===== config.mk =====
export PLATFORM = sky130hd
export DESIGN_NAME = regfile_scan_ctrl_flat
export DESIGN_NICKNAME = d
export VERILOG_FILES = /design/src/rtl/regfile_scan_pkg.sv /design/src/rtl/regfile_scan_ctrl_if.sv /design/src/rtl/regfile_scan_ctrl_run_cycle_counter.sv /design/src/rtl/regfile_scan_ctrl.sv /design/src/flat_wrapper.sv
export SDC_FILE = /design/constraint.sdc
export NUM_CORES = 1
export LEC_CHECK = 0
export BUFFER_PORTS_ARGS = -buffer_cell sky130_fd_sc_hd__buf_2
export CAP_MARGIN = 10
export CORE_ASPECT_RATIO = 1.1
export CORE_MARGIN = 3
export CORE_UTILIZATION = 46
export DETAILED_ROUTE_END_ITERATION = 16
export PLACE_DENSITY = 0.75
export SLEW_MARGIN = 20
export SYNTH_ARGS = -nofsm -noshare
export SYNTH_HDL_FRONTEND = slang
export SYNTH_SLANG_ARGS = --single-unit
export TNS_END_PERCENT = 100

===== constraint.sdc =====
create_clock -name clock -period 2.2 [get_ports clock]
set_clock_uncertainty 0.05 [all_clocks]
set_input_delay 0.33 -clock clock [delete_from_list [all_inputs] [get_ports clock]]
set_output_delay 0.33 -clock clock [all_outputs]
set_load 0.005 [all_outputs]

===== src/rtl/regfile_scan_pkg.sv =====
// ---------------------------------------------------------------------------
// regfile_scan_pkg
// Shared constants and types for the regfile scan controller slice.
//   NUM_REGS       - registers streamed out after a run (indices 0..NUM_REGS-1)
//   REG_IDX_W      - width of a register index / regfile address
//   CYCLE_W        - width of the run-cycle counter and num_cycles input
//   DEFAULT_CYCLES - run length substituted when num_cycles is zero
//   scan_state_t   - controller states
// ---------------------------------------------------------------------------
package regfile_scan_pkg;

  localparam int NUM_REGS       = 32;
  localparam int REG_IDX_W      = 5;
  localparam int CYCLE_W        = 10;
  localparam int DEFAULT_CYCLES = 255;

  typedef enum logic [2:0] {
    IDLE,
    RUN,
    ADDR,
    SCAN,
    DONE
  } scan_state_t;

endpackage


===== src/rtl/regfile_scan_ctrl_if.sv =====
// ---------------------------------------------------------------------------
// regfile_scan_ctrl_if
// Valid/ready beat stream from the scan controller to the checker, plus the
// scan-complete flag.
//   scan_valid - beat valid (controller -> checker)
//   scan_ready - checker accepts beat (checker -> controller)
//   scan_reg   - register index of the current beat
//   scan_data  - register value of the current beat
//   done       - all registers have been streamed
// ---------------------------------------------------------------------------
interface regfile_scan_ctrl_if;
  import regfile_scan_pkg::*;

  logic                 scan_valid;
  logic                 scan_ready;
  logic [REG_IDX_W-1:0] scan_reg;
  logic [31:0]          scan_data;
  logic                 done;

  modport master (
    output scan_valid,
    output scan_reg,
    output scan_data,
    output done,
    input  scan_ready
  );

  modport slave (
    input  scan_valid,
    input  scan_reg,
    input  scan_data,
    input  done,
    output scan_ready
  );

endinterface


===== src/rtl/regfile_scan_ctrl_run_cycle_counter.sv =====
// ---------------------------------------------------------------------------
// run_cycle_counter
// Counts processor run cycles against a latched limit.
//   clock    - system clock
//   reset    - asynchronous, active-low
//   load     - clear the count and latch a new limit (zero selects the default)
//   enable   - count this cycle
//   limit_in - requested run length
//   count    - cycles counted so far; saturates at the latched limit
//   terminal - this enabled cycle brings count up to the limit
// ---------------------------------------------------------------------------
module run_cycle_counter
  import regfile_scan_pkg::*;
(
  input  logic               clock,
  input  logic               reset,
  input  logic               load,
  input  logic               enable,
  input  logic [CYCLE_W-1:0] limit_in,
  output logic [CYCLE_W-1:0] count,
  output logic               terminal
);

  localparam logic [CYCLE_W-1:0] ONE         = CYCLE_W'(1);
  localparam logic [CYCLE_W-1:0] DEFAULT_LIM = CYCLE_W'(DEFAULT_CYCLES);

  logic [CYCLE_W-1:0] limit_q;
  logic               below_limit;

  assign below_limit = (count != limit_q);

  // The limit never exceeds the counter range, so holding at the limit is
  // all the overflow protection that is needed.
  always_ff @(posedge clock or negedge reset) begin
    if (!reset) begin
      count   <= '0;
      limit_q <= '0;
    end else if (load) begin
      count   <= '0;
      limit_q <= (limit_in == '0) ? DEFAULT_LIM : limit_in;
    end else if (enable && below_limit) begin
      count <= count + ONE;
    end
  end

  // Terminal looks one increment ahead so the FSM can drop the run gate on
  // the same edge that the count reaches the limit.
  assign terminal = enable && below_limit && ((count + ONE) == limit_q);

endmodule


===== src/rtl/regfile_scan_ctrl.sv =====
// ---------------------------------------------------------------------------
// regfile_scan_ctrl
// Runs the processor for a programmed number of cycles, freezes it, then
// takes over regfile read port A and streams every register to a checker.
//   clock       - system clock, rising edge
//   reset       - asynchronous, active-low
//   start       - begin a run (honoured only in IDLE or DONE)
//   num_cycles  - run length, latched on an accepted start (0 = default)
//   proc_rs1    - processor's read-port-A address
//   rf_rs1      - address driven to regfile read port A
//   rf_dataA    - regfile read port A data (combinational read)
//   proc_run    - processor clock-enable
//   cycle_count - cycles executed in the current/last run
//   scan        - beat stream to the checker (valid/ready, index, data, done)
// ---------------------------------------------------------------------------
module regfile_scan_ctrl
  import regfile_scan_pkg::*;
(
  input  logic                 clock,
  input  logic                 reset,
  input  logic                 start,
  input  logic [CYCLE_W-1:0]   num_cycles,
  input  logic [REG_IDX_W-1:0] proc_rs1,
  output logic [REG_IDX_W-1:0] rf_rs1,
  input  logic [31:0]          rf_dataA,
  output logic                 proc_run,
  output logic [CYCLE_W-1:0]   cycle_count,
  regfile_scan_ctrl_if.master  scan
);

  localparam logic [REG_IDX_W-1:0] LAST_IDX = REG_IDX_W'(NUM_REGS - 1);

  scan_state_t          state;
  scan_state_t          state_next;
  logic [REG_IDX_W-1:0] scan_idx;
  logic                 load_run;
  logic                 count_en;
  logic                 run_term;
  logic                 beat_accept;
  logic                 last_beat;

  run_cycle_counter u_run_cycle_counter (
    .clock    (clock),
    .reset    (reset),
    .load     (load_run),
    .enable   (count_en),
    .limit_in (num_cycles),
    .count    (cycle_count),
    .terminal (run_term)
  );

  assign beat_accept = scan.scan_valid && scan.scan_ready;
  assign last_beat   = (scan_idx == LAST_IDX);

  // The controller owns read port A only while scanning; the processor sees
  // its own address at all other times.
  assign rf_rs1 = (state == ADDR || state == SCAN) ? scan_idx : proc_rs1;

  always_ff @(posedge clock or negedge reset) begin
    if (!reset) begin
      state <= IDLE;
    end else begin
      state <= state_next;
    end
  end

  // Next-state logic. Start is only looked at from IDLE and DONE, so pulses
  // during a run or scan are dropped on purpose.
  always_comb begin
    state_next = state;
    load_run   = 1'b0;
    count_en   = 1'b0;
    case (state)
      IDLE, DONE: begin
        if (start) begin
          load_run   = 1'b1;
          state_next = RUN;
        end
      end
      RUN: begin
        count_en = 1'b1;
        if (run_term) begin
          state_next = ADDR;
        end
      end
      ADDR: begin
        state_next = SCAN;
      end
      SCAN: begin
        if (beat_accept) begin
          state_next = last_beat ? DONE : ADDR;
        end
      end
      default: begin
        state_next = IDLE;
      end
    endcase
  end

  // Scan datapath. ADDR gives the regfile a full cycle with the scan index
  // on its address before the beat is captured, which keeps rf_dataA off
  // the checker's timing path. The captured beat is frozen until accepted.
  always_ff @(posedge clock or negedge reset) begin
    if (!reset) begin
      proc_run       <= 1'b0;
      scan_idx       <= '0;
      scan.scan_valid <= 1'b0;
      scan.scan_reg  <= '0;
      scan.scan_data <= '0;
      scan.done      <= 1'b0;
    end else begin
      case (state)
        IDLE, DONE: begin
          if (start) begin
            proc_run  <= 1'b1;
            scan.done <= 1'b0;
          end
        end
        RUN: begin
          if (run_term) begin
            proc_run <= 1'b0;
            scan_idx <= '0;
          end
        end
        ADDR: begin
          scan.scan_data  <= rf_dataA;
          scan.scan_reg   <= scan_idx;
          scan.scan_valid <= 1'b1;
        end
        SCAN: begin
          if (beat_accept) begin
            scan.scan_valid <= 1'b0;
            if (last_beat) begin
              scan.done <= 1'b1;
            end else begin
              scan_idx <= scan_idx + REG_IDX_W'(1);
            end
          end
        end
        default: begin
        end
      endcase
    end
  end

endmodule

===== src/flat_wrapper.sv =====
// flat-port wrapper written by rule: the top's interface ports become plain ports
module regfile_scan_ctrl_flat import regfile_scan_pkg::*;
  (clock, reset, start, num_cycles, proc_rs1, rf_rs1, rf_dataA, proc_run, cycle_count, scan_scan_valid, scan_scan_reg, scan_scan_data, scan_done, scan_scan_ready);
  regfile_scan_ctrl_if scan_i ();
  input  logic clock;
  input  logic reset;
  input  logic start;
  input  logic [CYCLE_W-1:0] num_cycles;
  input  logic [REG_IDX_W-1:0] proc_rs1;
  output logic [REG_IDX_W-1:0] rf_rs1;
  input  logic [31:0] rf_dataA;
  output logic proc_run;
  output logic [CYCLE_W-1:0] cycle_count;
  output wire logic [$bits(scan_i.scan_valid)-1:0] scan_scan_valid;
  output wire logic [$bits(scan_i.scan_reg)-1:0] scan_scan_reg;
  output wire logic [$bits(scan_i.scan_data)-1:0] scan_scan_data;
  output wire logic [$bits(scan_i.done)-1:0] scan_done;
  input wire logic [$bits(scan_i.scan_ready)-1:0] scan_scan_ready;
  assign scan_scan_valid = scan_i.scan_valid;
  assign scan_scan_reg = scan_i.scan_reg;
  assign scan_scan_data = scan_i.scan_data;
  assign scan_done = scan_i.done;
  assign scan_i.scan_ready = scan_scan_ready;
  regfile_scan_ctrl u_core (.clock(clock), .reset(reset), .start(start), .num_cycles(num_cycles), .proc_rs1(proc_rs1), .rf_rs1(rf_rs1), .rf_dataA(rf_dataA), .proc_run(proc_run), .cycle_count(cycle_count), .scan(scan_i));
endmodule

==> impl_metrics.py <==
metrics = {
    "layout": {
        "fin_nets": 460,
        "drive_gt1_share_pct": 46.5,
        "area_growth_pct": 30.9,
        "nFillCells": 553,
        "fin_util_pct": 62.9,
        "largest_reg_flops": 32,
        "regMostFlops": "u_core.scan.scan_data",
        "biggestRegsByFlops": "u_core.scan.scan_data: 32 flops, u_core.u_run_cycle_counter.count: 10 flops, u_core.u_run_cycle_counter.limit_q: 10 flops",
        "antennaDiodeCount": 0,
    },
    "routing": {
        "wirelength_um": 7840,
        "viasPerCell": 5.41,
        "first_iter_violations": 139,
        "postRouteAntennaNets": 0,
        "route.detailed.drc": 0,
        "vias": 2669,
        "wl_per_cell_um": 15.9,
        "drt_first_pass_iters": 4,
    },
    "grt": {
        "grt_pass1_vias": 2638,
        "antenna_found_initial": 0,
        "grt.total_usage_pct": 20.3,
        "overflow": 0,
        "use_met1_pct": 25.1,
        "grt_max_degree": 69,
        "grt_pass1_wl_um": 12600,
        "grtUsageMet2_pct": 31.5,
        "busiest_layer": "met2",
        "grt_use_met3_pct": 6.05,
    },
    "setup_path": {
        "r2r_end": "u_core.scan_idx[0]",
        "critPathMaxFanout": 6,
        "worstSetupStartpointType": "flip-flop",
        "required_ns": 2.37,
        "cp-end-kind": "flip-flop",
        "rr_worst_depth": 8,
        "worstPathArrival_ns": 2.32,
        "critPathKind": "reg -> reg",
        "r2r_start": "u_core.u_run_cycle_counter.count[0]",
        "r2r_slack_ns": 0.05,
    },
    "logic_synthesis": {
        "syn_avg_cell_area_sq_um": 11.4,
        "syn-num-nets": 337,
        "synth_enable_flop_cells": 0,
        "yosysTopAreaCell": "dfrtp_1",
        "ys_seq_elements": 68,
        "ys_types": 49,
        "yosysWarnings": 0,
        "syn_inst": 283,
        "synth_area_sq_mm": 0.00322,
        "netlist.area_leader.share_pct": 52.8,
        "ys_async_sr_fraction_pct": 100,
        "synthTopCellsByArea": "dfrtp_1 53%, mux2_2 13%, nand2_1 4.5%, xnor2_1 2.7%, xor2_1 2.4%",
        "ys.flop_type": "dfrtp_1",
        "synth.yosys.seq_area_share_pct": 52.8,
    },
    "die": {
        "start_util_pct": 48.0,
        "dieArea_sq_mm": 0.00805,
        "die_height_um": 93.8,
        "core_area_sq_mm": 0.00671,
        "rows": 31,
        "die_x_um": 85.8,
        "pin_count": 106,
    },
    "clock_network": {
        "clkSinkCount": 68,
        "clock_path_buffers": 2,
        "cts_tree": "done",
        "cts_buffers": 9,
        "clkTransAtPathRegs_ns": 0.09,
        "clk_latency_ns": 0.35,
        "root_buffer": "clkbuf_8",
        "cts_htree_levels": 3,
    },
    "timing": {
        "rsz0062_at_grt": "true",
        "min_period_over_period_pct": 97.7,
        "drv_slew": 0,
        "worst_pin_slew_ns": 0.447,
        "setup_viol": 0,
        "timing.fmax_mhz": 465,
        "hold_violations": 0,
        "relSlewSlack_pct": 69.9,
        "min_period_ns": 2.15,
    },
    "flow_run": {
        "drv_cap": 0,
    },
    "power": {
        "powerDensity_mw_per_mm2": 1290,
        "power_mw": 5.45,
        "p_leak_nw": 2.17,
        "ir_drop_mv": 0.665,
    },
    "worst_hold_path": {
        "worstHoldPathCells": 3,
        "hp-class": "in -> reg",
        "min_to": "u_core.u_run_cycle_counter.limit_q[9]",
        "min_from": "num_cycles[9]",
    },
    "status": {
        "status": "complete, no violations",
    },
    "placement": {
        "gp_congestion": 0.817,
        "dpl.hpwl_um": 5700,
        "portBuffers": 105,
    },
}
metal layers:
metal | part of all wire, % | wire (um) | vias up
met5 | 0 | 0 | -
met1 | 40 | 3170 | 1293
met4 | 3.3 | 256 | 0
met2 | 50 | 3920 | 93
li1 | - | - | 1259
met3 | 6.2 | 490 | 24
worst max-delay path: stages (launching register included):
cell,delay (ns)
dfrtp_1,0.40
ha_2,0.22
nor2b_1,0.15
or4b_1,0.50
nand3_1,0.10
nand4b_1,0.18
nor2_1,0.16
buf_4,0.16
o21ai_0,0.10
layout by cell type (no fill, tap or decap), drive strengths merged, types with 2 or more instances in the layout:
cell type  instances
buf              125
dfrtp             68
nand2             39
mux2              37
nor2              16
xnor2             10
o21ai             10
clkbuf            10
xor2               9
o22a               8
nand3              8
nand4              7
a21oi              5
inv                5
or4                5
nand2b             4
and3               3
o41ai              3
nor3               3
ha                 3
nand3b             2
a22oi              2
mux2i              2
clkinvlp           2
clkinv             2
nor2b              2
o31ai              2
kinds of logic after synthesis:
family,count (synthesis),share of synthesized area [%]
muxes,39,13.5
AOI/OAI and AO/OA,40,9.43
DFF,68,52.8
adders and majority gates,3,1.16
buffers and inverters,18,2.99
and+or+nand+nor,96,14.9
xor gates and xnor gates,19,5.16
area by class of cell:
| type | count | area [sq um] | share of cell area (%) |
|---|---|---|---|
| timing repair buffer | 126 | 731 | 17.3 |
| multi-input combinational | 197 | 1460 | 34.6 |
| clock buffer | 10 | 138 | 3.26 |
| sequential | 68 | 1700 | 40.4 |
| tap | 82 | 103 | 2.43 |
| clock inverter | 6 | 71.3 | 1.69 |
| inverter | 4 | 15.0 | 0.356 |
where the power goes:
group	total [mW]	leakage [nW]	switching (mW)	internal, mW
Sequential	2.11	0.888	0.393	1.72
Combinational	2.26	1.19	1.09	1.17
Clock	1.08	0.0991	0.514	0.562
Yosys cell counts (all sizes together) (5+ instances only):
cell type   n
a21oi       5
buf        10
dfrtp      68
mux2       37
nand2      39
nand3       8
nand4       7
nor2       16
o21ai      10
o22a        8
or4         5
xnor2      10
xor2        9
worst max-delay path by stage:
stage,to,startpoint,slack (ns)
finish,u_core.scan_idx[0],u_core.u_run_cycle_counter.count[0],0.05
global placement,u_core.scan_idx[2],u_core.u_run_cycle_counter.count[0],0.07
floorplan,u_core.scan_idx[2],u_core.u_run_cycle_counter.count[0],0.04
CTS,u_core.scan_idx[2],u_core.u_run_cycle_counter.count[0],0.0008
detailed placement,u_core.scan_idx[2],u_core.u_run_cycle_counter.count[0],0.03
global route,u_core.scan_idx[3],u_core.u_run_cycle_counter.count[0],-0.04
repair_timing:
| action | in CTS | in global routing |
|---|---|---|
| endpoints found under the setup margin | 0 | 14 |
| resized for setup | 0 | 9 |
| endpoints found under the hold margin | 68 | 0 |
| hold buffers | 1 | 0 |
| setup buffers | 0 | 1 |
stage by stage:
stage                     setup slack, ns  setup TNS, ns  area (sq um)  instances  hold slack [ns]
after floorplan                    0.0446              0          3220        283          -0.0156
after global placement             0.0720              0          3950        475            0.330
after detailed placement           0.0258              0          3950        475            0.332
after CTS                        0.000828              0          4160        492            0.131
after global routing              -0.0385         -0.179          4220        493            0.136
final                              0.0498              0          4220        493            0.144
(Power assumes the default switching activity.)
